## config.mk

```make
export PLATFORM = sky130hd
export DESIGN_NAME = rst_seq
export DESIGN_NICKNAME = d
export VERILOG_FILES = /design/src/rtl/rst_seq.sv
export SDC_FILE = /design/constraint.sdc
export NUM_CORES = 1
export LEC_CHECK = 0
export BUFFER_PORTS_ARGS = -buffer_cell sky130_fd_sc_hd__buf_2
export CORE_ASPECT_RATIO = 2
export CORE_UTILIZATION = 25
export DETAILED_ROUTE_END_ITERATION = 16
export PLACE_DENSITY = 0.38
export SLEW_MARGIN = 20
export SYNTH_ARGS = -nofsm -noshare
export SYNTH_HDL_FRONTEND = slang
export SYNTH_SLANG_ARGS = --single-unit
```

## constraint.sdc

```tcl
create_clock -name dst_clk -period 2.2 [get_ports dst_clk]
set_input_delay 0.11 -clock dst_clk [delete_from_list [all_inputs] [get_ports dst_clk]]
set_output_delay 0.11 -clock dst_clk [all_outputs]
set_load 0.05 [all_outputs]
```

## src/rtl/rst_seq.sv

```systemverilog
// rst_seq: async-assert, synchronized and staggered release of a bank of active-low resets
module rst_seq #(
    parameter int SYNC_DEPTH  = 2,
    parameter int NUM_OUT     = 3,
    parameter int HOLD_CYCLES = 16,
    parameter int STEP_CYCLES = 4
) (
    input  logic               dst_clk,
    input  logic               src_rst_n,
    input  logic               soft_rst_req,
    output logic [NUM_OUT-1:0] dst_rst_n,
    output logic               rst_done
);
    localparam int SW   = SYNC_DEPTH - 1;
    localparam int MAXC = HOLD_CYCLES > STEP_CYCLES ? HOLD_CYCLES : STEP_CYCLES;
    localparam int CW   = MAXC > 1 ? $clog2(MAXC) : 1;
    localparam int IW   = NUM_OUT > 1 ? $clog2(NUM_OUT) : 1;
    localparam logic [CW-1:0] HOLD_LD = CW'(HOLD_CYCLES - 1);
    localparam logic [CW-1:0] STEP_LD = CW'(STEP_CYCLES - 1);
    localparam logic [IW-1:0] LAST    = IW'(NUM_OUT - 1);

    typedef enum logic [1:0] {RESET, HOLD, STEP, DONE} state_t;

    state_t          state;
    logic [SW-1:0]   sync_q;
    logic [CW-1:0]   cnt;
    logic [IW-1:0]   idx;

    // The state register's RESET->HOLD transition acts as the last synchronizer stage
    always_ff @(posedge dst_clk or negedge src_rst_n)
        if (!src_rst_n) sync_q <= '0;
        else            sync_q <= SW'({sync_q, 1'b1});

    always_ff @(posedge dst_clk or negedge src_rst_n) begin
        if (!src_rst_n) begin
            state     <= RESET;
            cnt       <= HOLD_LD;
            idx       <= '0;
            dst_rst_n <= '0;
            rst_done  <= 1'b0;
        end else if (state != RESET && soft_rst_req) begin
            state     <= HOLD;
            cnt       <= HOLD_LD;
            dst_rst_n <= '0;
            rst_done  <= 1'b0;
        end else begin
            case (state)
                RESET: begin
                    cnt <= HOLD_LD;
                    if (sync_q[SW-1]) state <= HOLD;
                end
                HOLD: begin
                    if (cnt == '0) begin
                        dst_rst_n <= NUM_OUT'({dst_rst_n, 1'b1});
                        idx       <= IW'(1);
                        cnt       <= STEP_LD;
                        state     <= NUM_OUT == 1 ? DONE : STEP;
                        rst_done  <= NUM_OUT == 1;
                    end else cnt <= cnt - CW'(1);
                end
                STEP: begin
                    if (cnt == '0) begin
                        dst_rst_n <= NUM_OUT'({dst_rst_n, 1'b1});
                        idx       <= idx + IW'(1);
                        cnt       <= STEP_LD;
                        state     <= idx == LAST ? DONE : STEP;
                        rst_done  <= idx == LAST;
                    end else cnt <= cnt - CW'(1);
                end
                default: begin
                    dst_rst_n <= '1;
                    rst_done  <= 1'b1;
                end
            endcase
        end
    end
endmodule

```

==> results of run 1 <==
==> cells in the mapped netlist (2+ instances only) <==
master     number  area (µm²)
o31ai_1         4       30.03
o21ai_1         2       10.01
o211ai_1        2       15.01
dfstp_2         4       105.1
mux2i_1         3       30.03
a2bb2oi_1       3       26.28
ha_1            7       87.58
nor2_1          2       7.510
nand3_1         2       10.01
dfrtp_1         9       225.2
nor2b_1         3       18.77
clkbuf_1        2       7.510
nand2_1         6       22.52
inv_1           7       26.28
==> worst max-delay path: cells and delay by family, from the launching register on <==
| family | cells | cell delay, ns |
|---|---|---|
| buf+inv | 1 | 0.11 |
| flops | 1 | 0.41 |
| fa+ha+maj | 1 | 0.20 |
| mux | 1 | 0.34 |
| simple gates | 1 | 0.38 |
| compound gates | 1 | 0.18 |
==> cell families (layout without fill, tap and decap cells) <==
family	count (synthesis)	in the layout	synth area share (%)
buf+inv	10	19	5.626
flops	13	13	41.25
mux	5	5	6.562
fa+ha+maj	7	7	10.94
compound gates	20	20	20.16
other cells	1	1	0.4683
simple gates	21	21	15.00
==> registers in the layout (all words and copies together) (netlist names) <==
register   count
sync_q         1
rst_done       1
dst_rst_n      3
idx            2
state          2
cnt            4
==> power groups by stage <==
stage / combinational, mW / sequential [mW] / clock (mW)
after floorplan: 0.310 / 0.469 / 0
after global placement: 0.537 / 0.370 / 0
after detailed placement: 0.533 / 0.372 / 0
after CTS: 0.536 / 0.368 / 0.230
after global routing: 0.583 / 0.378 / 0.242
final: 0.527 / 0.368 / 0.220
==> repair_timing <==
action / in CTS / in global routing
gates resized for setup: 0 / 0
endpoints found under the hold margin: 9 / 0
hold buffers: 1 / 0
endpoints found under the setup margin: 0 / 0
==> stage by stage <==
| stage | cells | area (µm²) | setup WS (ns) | hold slack (ns) | util [%] |
|---|---|---|---|---|---|
| floorplan | 77 | 800.8 | 0.6173 | -0.1856 | - |
| global placement | 111 | 857.1 | 0.4419 | 0.02549 | 28.45 |
| detailed placement | 111 | 857.1 | 0.4457 | 0.02589 | 28.45 |
| CTS | 116 | 912.1 | 0.4400 | 0.2941 | 30.27 |
| global route | 116 | 912.1 | 0.3328 | 0.3080 | 30.27 |
| finish | 116 | 912.1 | 0.4534 | 0.2776 | 30.27 |
==> layout make-up <==
class | instances | area (µm²)
well taps | 30 | 37.54
repair buffers | 8 | 47.55
flip-flops and latches | 13 | 330.3
clock buffers | 4 | 45.04
fillers | 309 | 2101
inverters | 7 | 26.28
multi-input cells | 54 | 425.4
==> routing by layer <==
layer,GRT usage (%),vias up
li1,-,293
met1,11.95,289
met2,21.09,8
met3,1.978,4
met4,6.563,0
met5,0,-
==> worst paths after layout <==
check                               end          from  depth (start not counted)
hold / removal                   idx[1]     src_rst_n                          2
max in group asynchronous        cnt[3]     src_rst_n                          2
min in group dst_clk       dst_rst_n[0]  soft_rst_req                          4
hold reg to reg                rst_done      rst_done                          1
setup reg to reg                 idx[1]      state[1]                          5
setup / recovery                 idx[1]      state[1]                          5
==> metrics, run 1 <==
run status complete, no violations; Psw 0.4721 mW; area grow syn2layout 13.91%; first-pass GRT wire length 2.904 mm; register area share after synthesis 41.25%; Worst Setup Start Kind flop; P_int 0.6427 mW; Yosys warning total 0; worst skew pair latency 0.25 ns; data required time of the worst path 2.33 ns; Initial Utilization 26.58%; Syn Area/Cell 10.40 µm²; Post-Syn Nets 87; GR Util All Layers 11.44%; nets 97; Hold WC Path Type input port to async pin; fmax 0.5725 GHz; final setup fails 0; highest metal layer with signal wires met4; CTS H-Tree Depth 1; Async SR Flop Fraction 100.0%; met1 WL 734 µm; remaining antenna violation count 0; # Post-CTS Setup Buffers 0; Worst setup EP type flop; CP Cell Sequence inv_1 > ha_1 > nand2b_1 > o211ai_1 > mux2_1; CP peak stage delay 0.41 ns; Synth Register Bits 13; Fin. Hold Viols 0; Clock power frac 19.8%; height of the die 82.04 µm; Sequential Power Share 33.0%; peak supply drop 0.4168 mV; fin. max-slew vios 0; MaxCap Viol Count 0; Routed wire per std cell 15.23 µm; TNS Setup 0 ns; commonest non-fill, non-tap cell in the layout dfrtp_1; WL final 1.767 mm; Logic pwr share 47.2%; Max Root-Sink Buffers 2; share of layout cells above drive strength 1 22.09%; critical path class flop to flop; Worst Clk Skew 0.005679 ns; period utilisation layout 79.39%; GP Congestion 0.7017; largest net degree at the start of global routing 14; vias 594; met3 wire length 36 µm; initial antenna violation count 0; Final Power 1.115 mW; critical path's slowest cell dfrtp_1; Root Buffer clkbuf_8; Tmin final 1.747 ns; total core area 3013 µm²; port bufs 6; area of the mapped netlist 800.8 µm²; Post-synth top flop dfrtp_1; met2 WL 962 µm; Max FO, Critical Path 10; hpwl dp 1.333 mm; Syn Inst Count 77; IO Count 7; pwr dens 1222 nW/µm²; CTS tree done; most frequent cells in the layout 9 x dfrtp_1, 7 x inv_1, 7 x ha_1; WP data arrival 1.88 ns; Clock transition at path regs 0.06 ns; ANT cells 0; reg2reg setup slack 0.45 ns; vias in the first global route 597; Num CTS Buffers 3; Die X 42.02 µm; count of flip-flops with a built-in enable after synthesis 0; Starting DRT DRC Count 6; Switching Share 42.35%; GRT overflow 0; post-synth cell types 35; drt via density 5.121; drt drc 0; DIE AREA 3447 µm²; clock sink total 13; first-pass detailed-route iteration total 4; row cnt 28; RSZ-0062 raised after global routing false; P_leak 0.4220 nW
(Power assumes the default switching activity.)
==> run 2, diff against run 1 <==
- ABC_AREA: unset -> 1
- PLACE_DENSITY: 0.38 -> 0.4
- clock period: 2.2 -> 1.5 ns (I/O delays scaled with it)
==> run 2 against run 1 <==
Worst setup slack worse by 0.34 ns. Clock-buffer cell count unchanged. Fmax up 26%. Sequential power up 51%. Die area down 2.7%. Clock skew down 0.0041 ns. Sequential cell count unchanged. Utilization up 1.4 points. Final cell count up 21%. Hold slack worse by 0.059 ns. Critical endpoint is now dst_rst_n[1]. Largest cell class unchanged.
==> metrics, run 2 <==
most frequent cells in the layout 29 x nand2_1, 9 x inv_1, 9 x dfrtp_1; P_leak 0.5189 nW; worst skew pair latency 0.25 ns; IO Count 7; Die X 41.45 µm; port bufs 6; Syn Inst Count 96; run status complete, no violations; Num CTS Buffers 3; biggest regs cnt (4), dst_rst_n (3); ranking of synthesized cells by area dfrtp_1 29%, nand2_1 14%, dfstp_2 14%; peak supply drop 0.6944 mV; max reg flops 4; initial antenna violation count 0; vias 637; Post-synth top flop dfrtp_1; WL final 1.705 mm; Syn Area/Cell 8.107 µm²; pwr dens 2354 nW/µm²; Tmin final 1.383 ns; first-pass GRT wire length 2.891 mm; largest net degree at the start of global routing 14; Worst setup EP type flop; fmax 0.7228 GHz; total core area 2943 µm²; MaxCap Viol Count 0; drt via density 4.550; ANT cells 0; Max FO, Critical Path 5; count leader, synth nand2_1; Initial Utilization 26.45%; Final Power 2.198 mW; GP Congestion 0.8179; Starting DRT DRC Count 13; Hold WC Path Type input port to flop; remaining antenna violation count 0; hpwl dp 1.339 mm; Synth Register Bits 13; Async SR Flop Fraction 100.0%; nets 121; vias in the first global route 671; Worst Clk Skew 0.001625 ns; final setup fails 0; count of flip-flops with a built-in enable after synthesis 0; area grow syn2layout 19.94%; Post-Syn Nets 106; post-synth cell types 22; DIE AREA 3354 µm²; Synth top area share 28.94%; Fin. Hold Viols 0; clock sink total 13; TNS Setup 0 ns; data required time of the worst path 1.64 ns; Root Buffer clkbuf_8; area of the mapped netlist 778.2 µm²; critical path class flop to flop; fin. max-slew vios 0; Top reg by flops cnt; GR Util All Layers 11.70%; commonest non-fill, non-tap cell in the layout nand2_1; Max Root-Sink Buffers 2; drt drc 0; Routed wire per std cell 12.18 µm; CTS tree done; WP data arrival 1.52 ns; register area share after synthesis 42.44%; GRT overflow 0; top post-synthesis cells by count 29 x nand2_1, 11 x inv_1, 9 x dfrtp_1, 8 x nand3_1, 7 x ha_1; RSZ-0062 raised after global routing false; leading area contributor after synthesis dfrtp_1; Clock transition at path regs 0.06 ns; period utilisation layout 92.23%; Worst Setup Start Kind flop; Yosys warning total 0; first-pass detailed-route iteration total 2; row cnt 28; height of the die 80.91 µm; share of layout cells above drive strength 1 25.45%; CTS H-Tree Depth 1
==> run 2: timing repair <==
action,4_1_cts,5_1_grt
endpoints found under the setup margin,1,4
setup buffers,0,0
endpoints found under the hold margin,9,0
resized for setup,1,3
hold buffers,1,0
cloned,0,0
==> run 2: area by class of cell <==
class | count | area [µm²]
clock buffer | 4 | 45.04
fill | 316 | 2009
inverter | 12 | 45.04
multi-input combinational | 71 | 412.9
sequential | 13 | 330.3
tap | 30 | 37.54
timing repair buffer | 10 | 62.56
==> run 2: path summary, 6_finish.rpt <==
path | start | end | slack [ns] | cells after the start
min in group asynchronous | src_rst_n | state[0] | 0.25 | 2
max reg2reg | state[0] | dst_rst_n[1] | 0.12 | 7
max | state[0] | dst_rst_n[1] | 0.12 | 7
min | soft_rst_req | idx[0] | 0.22 | 4
max in group asynchronous | src_rst_n | cnt[0] | 0.96 | 2
min reg2reg | dst_rst_n[2] | dst_rst_n[2] | 0.47 | 2
==> run 2: worst max-delay path, cell delays in order, from the launching register on <==
cell and delay [ns]:
dfrtp_1 0.34, inv_1 0.08, ha_1 0.35, inv_2 0.07, a21oi_4 0.16, nand2_2 0.11
nand3b_1 0.10, nand2_1 0.06
==> run 2: layer usage <==
layer	vias to the layer above	routed length (µm)	global-route usage, %
li1	331	-	-
met2	9	932	22.03
met3	7	36	1.556
met5	-	0	0
met4	0	74	8.710
met1	290	662	11.13
==> run 2: per-stage QoR <==
stage | util, % | worst slack (ns) | hold WS [ns] | instances | instance area [µm²]
3_5_place_dp | 29.51 | 0.01080 | -0.004006 | 135 | 868.3
3_3_place_gp | 29.51 | 0.01023 | -0.004854 | 135 | 868.3
5_1_grt | 31.72 | 0.02280 | 0.2539 | 140 | 933.4
4_1_cts | 31.55 | 0.04171 | 0.2260 | 140 | 928.4
2_1_floorplan | - | 0.1674 | -0.2206 | 96 | 778.2
6_report | 31.72 | 0.1166 | 0.2182 | 140 | 933.4
==> run 2: logic make-up (layout without fill, tap and decap cells) <==
logic type               count (synthesis)  after routing  synth area share, %
flip-flops                              13             13                42.44
XOR/XNOR                                 1              1                1.126
AND/OR/NAND/NOR                         54             54                31.67
other                                    1              1               0.4819
AO/OA/AOI/OAI                            8              8                7.235
adder cells (fa/ha/maj)                  7              7                11.25
buffers and inverters                   12             26                5.787
==> run 2: power by group <==
group          switching [mW]  internal, mW
combinational           0.884         0.432
clock                   0.138         0.188
sequential             0.0648         0.491
total                    1.09          1.11
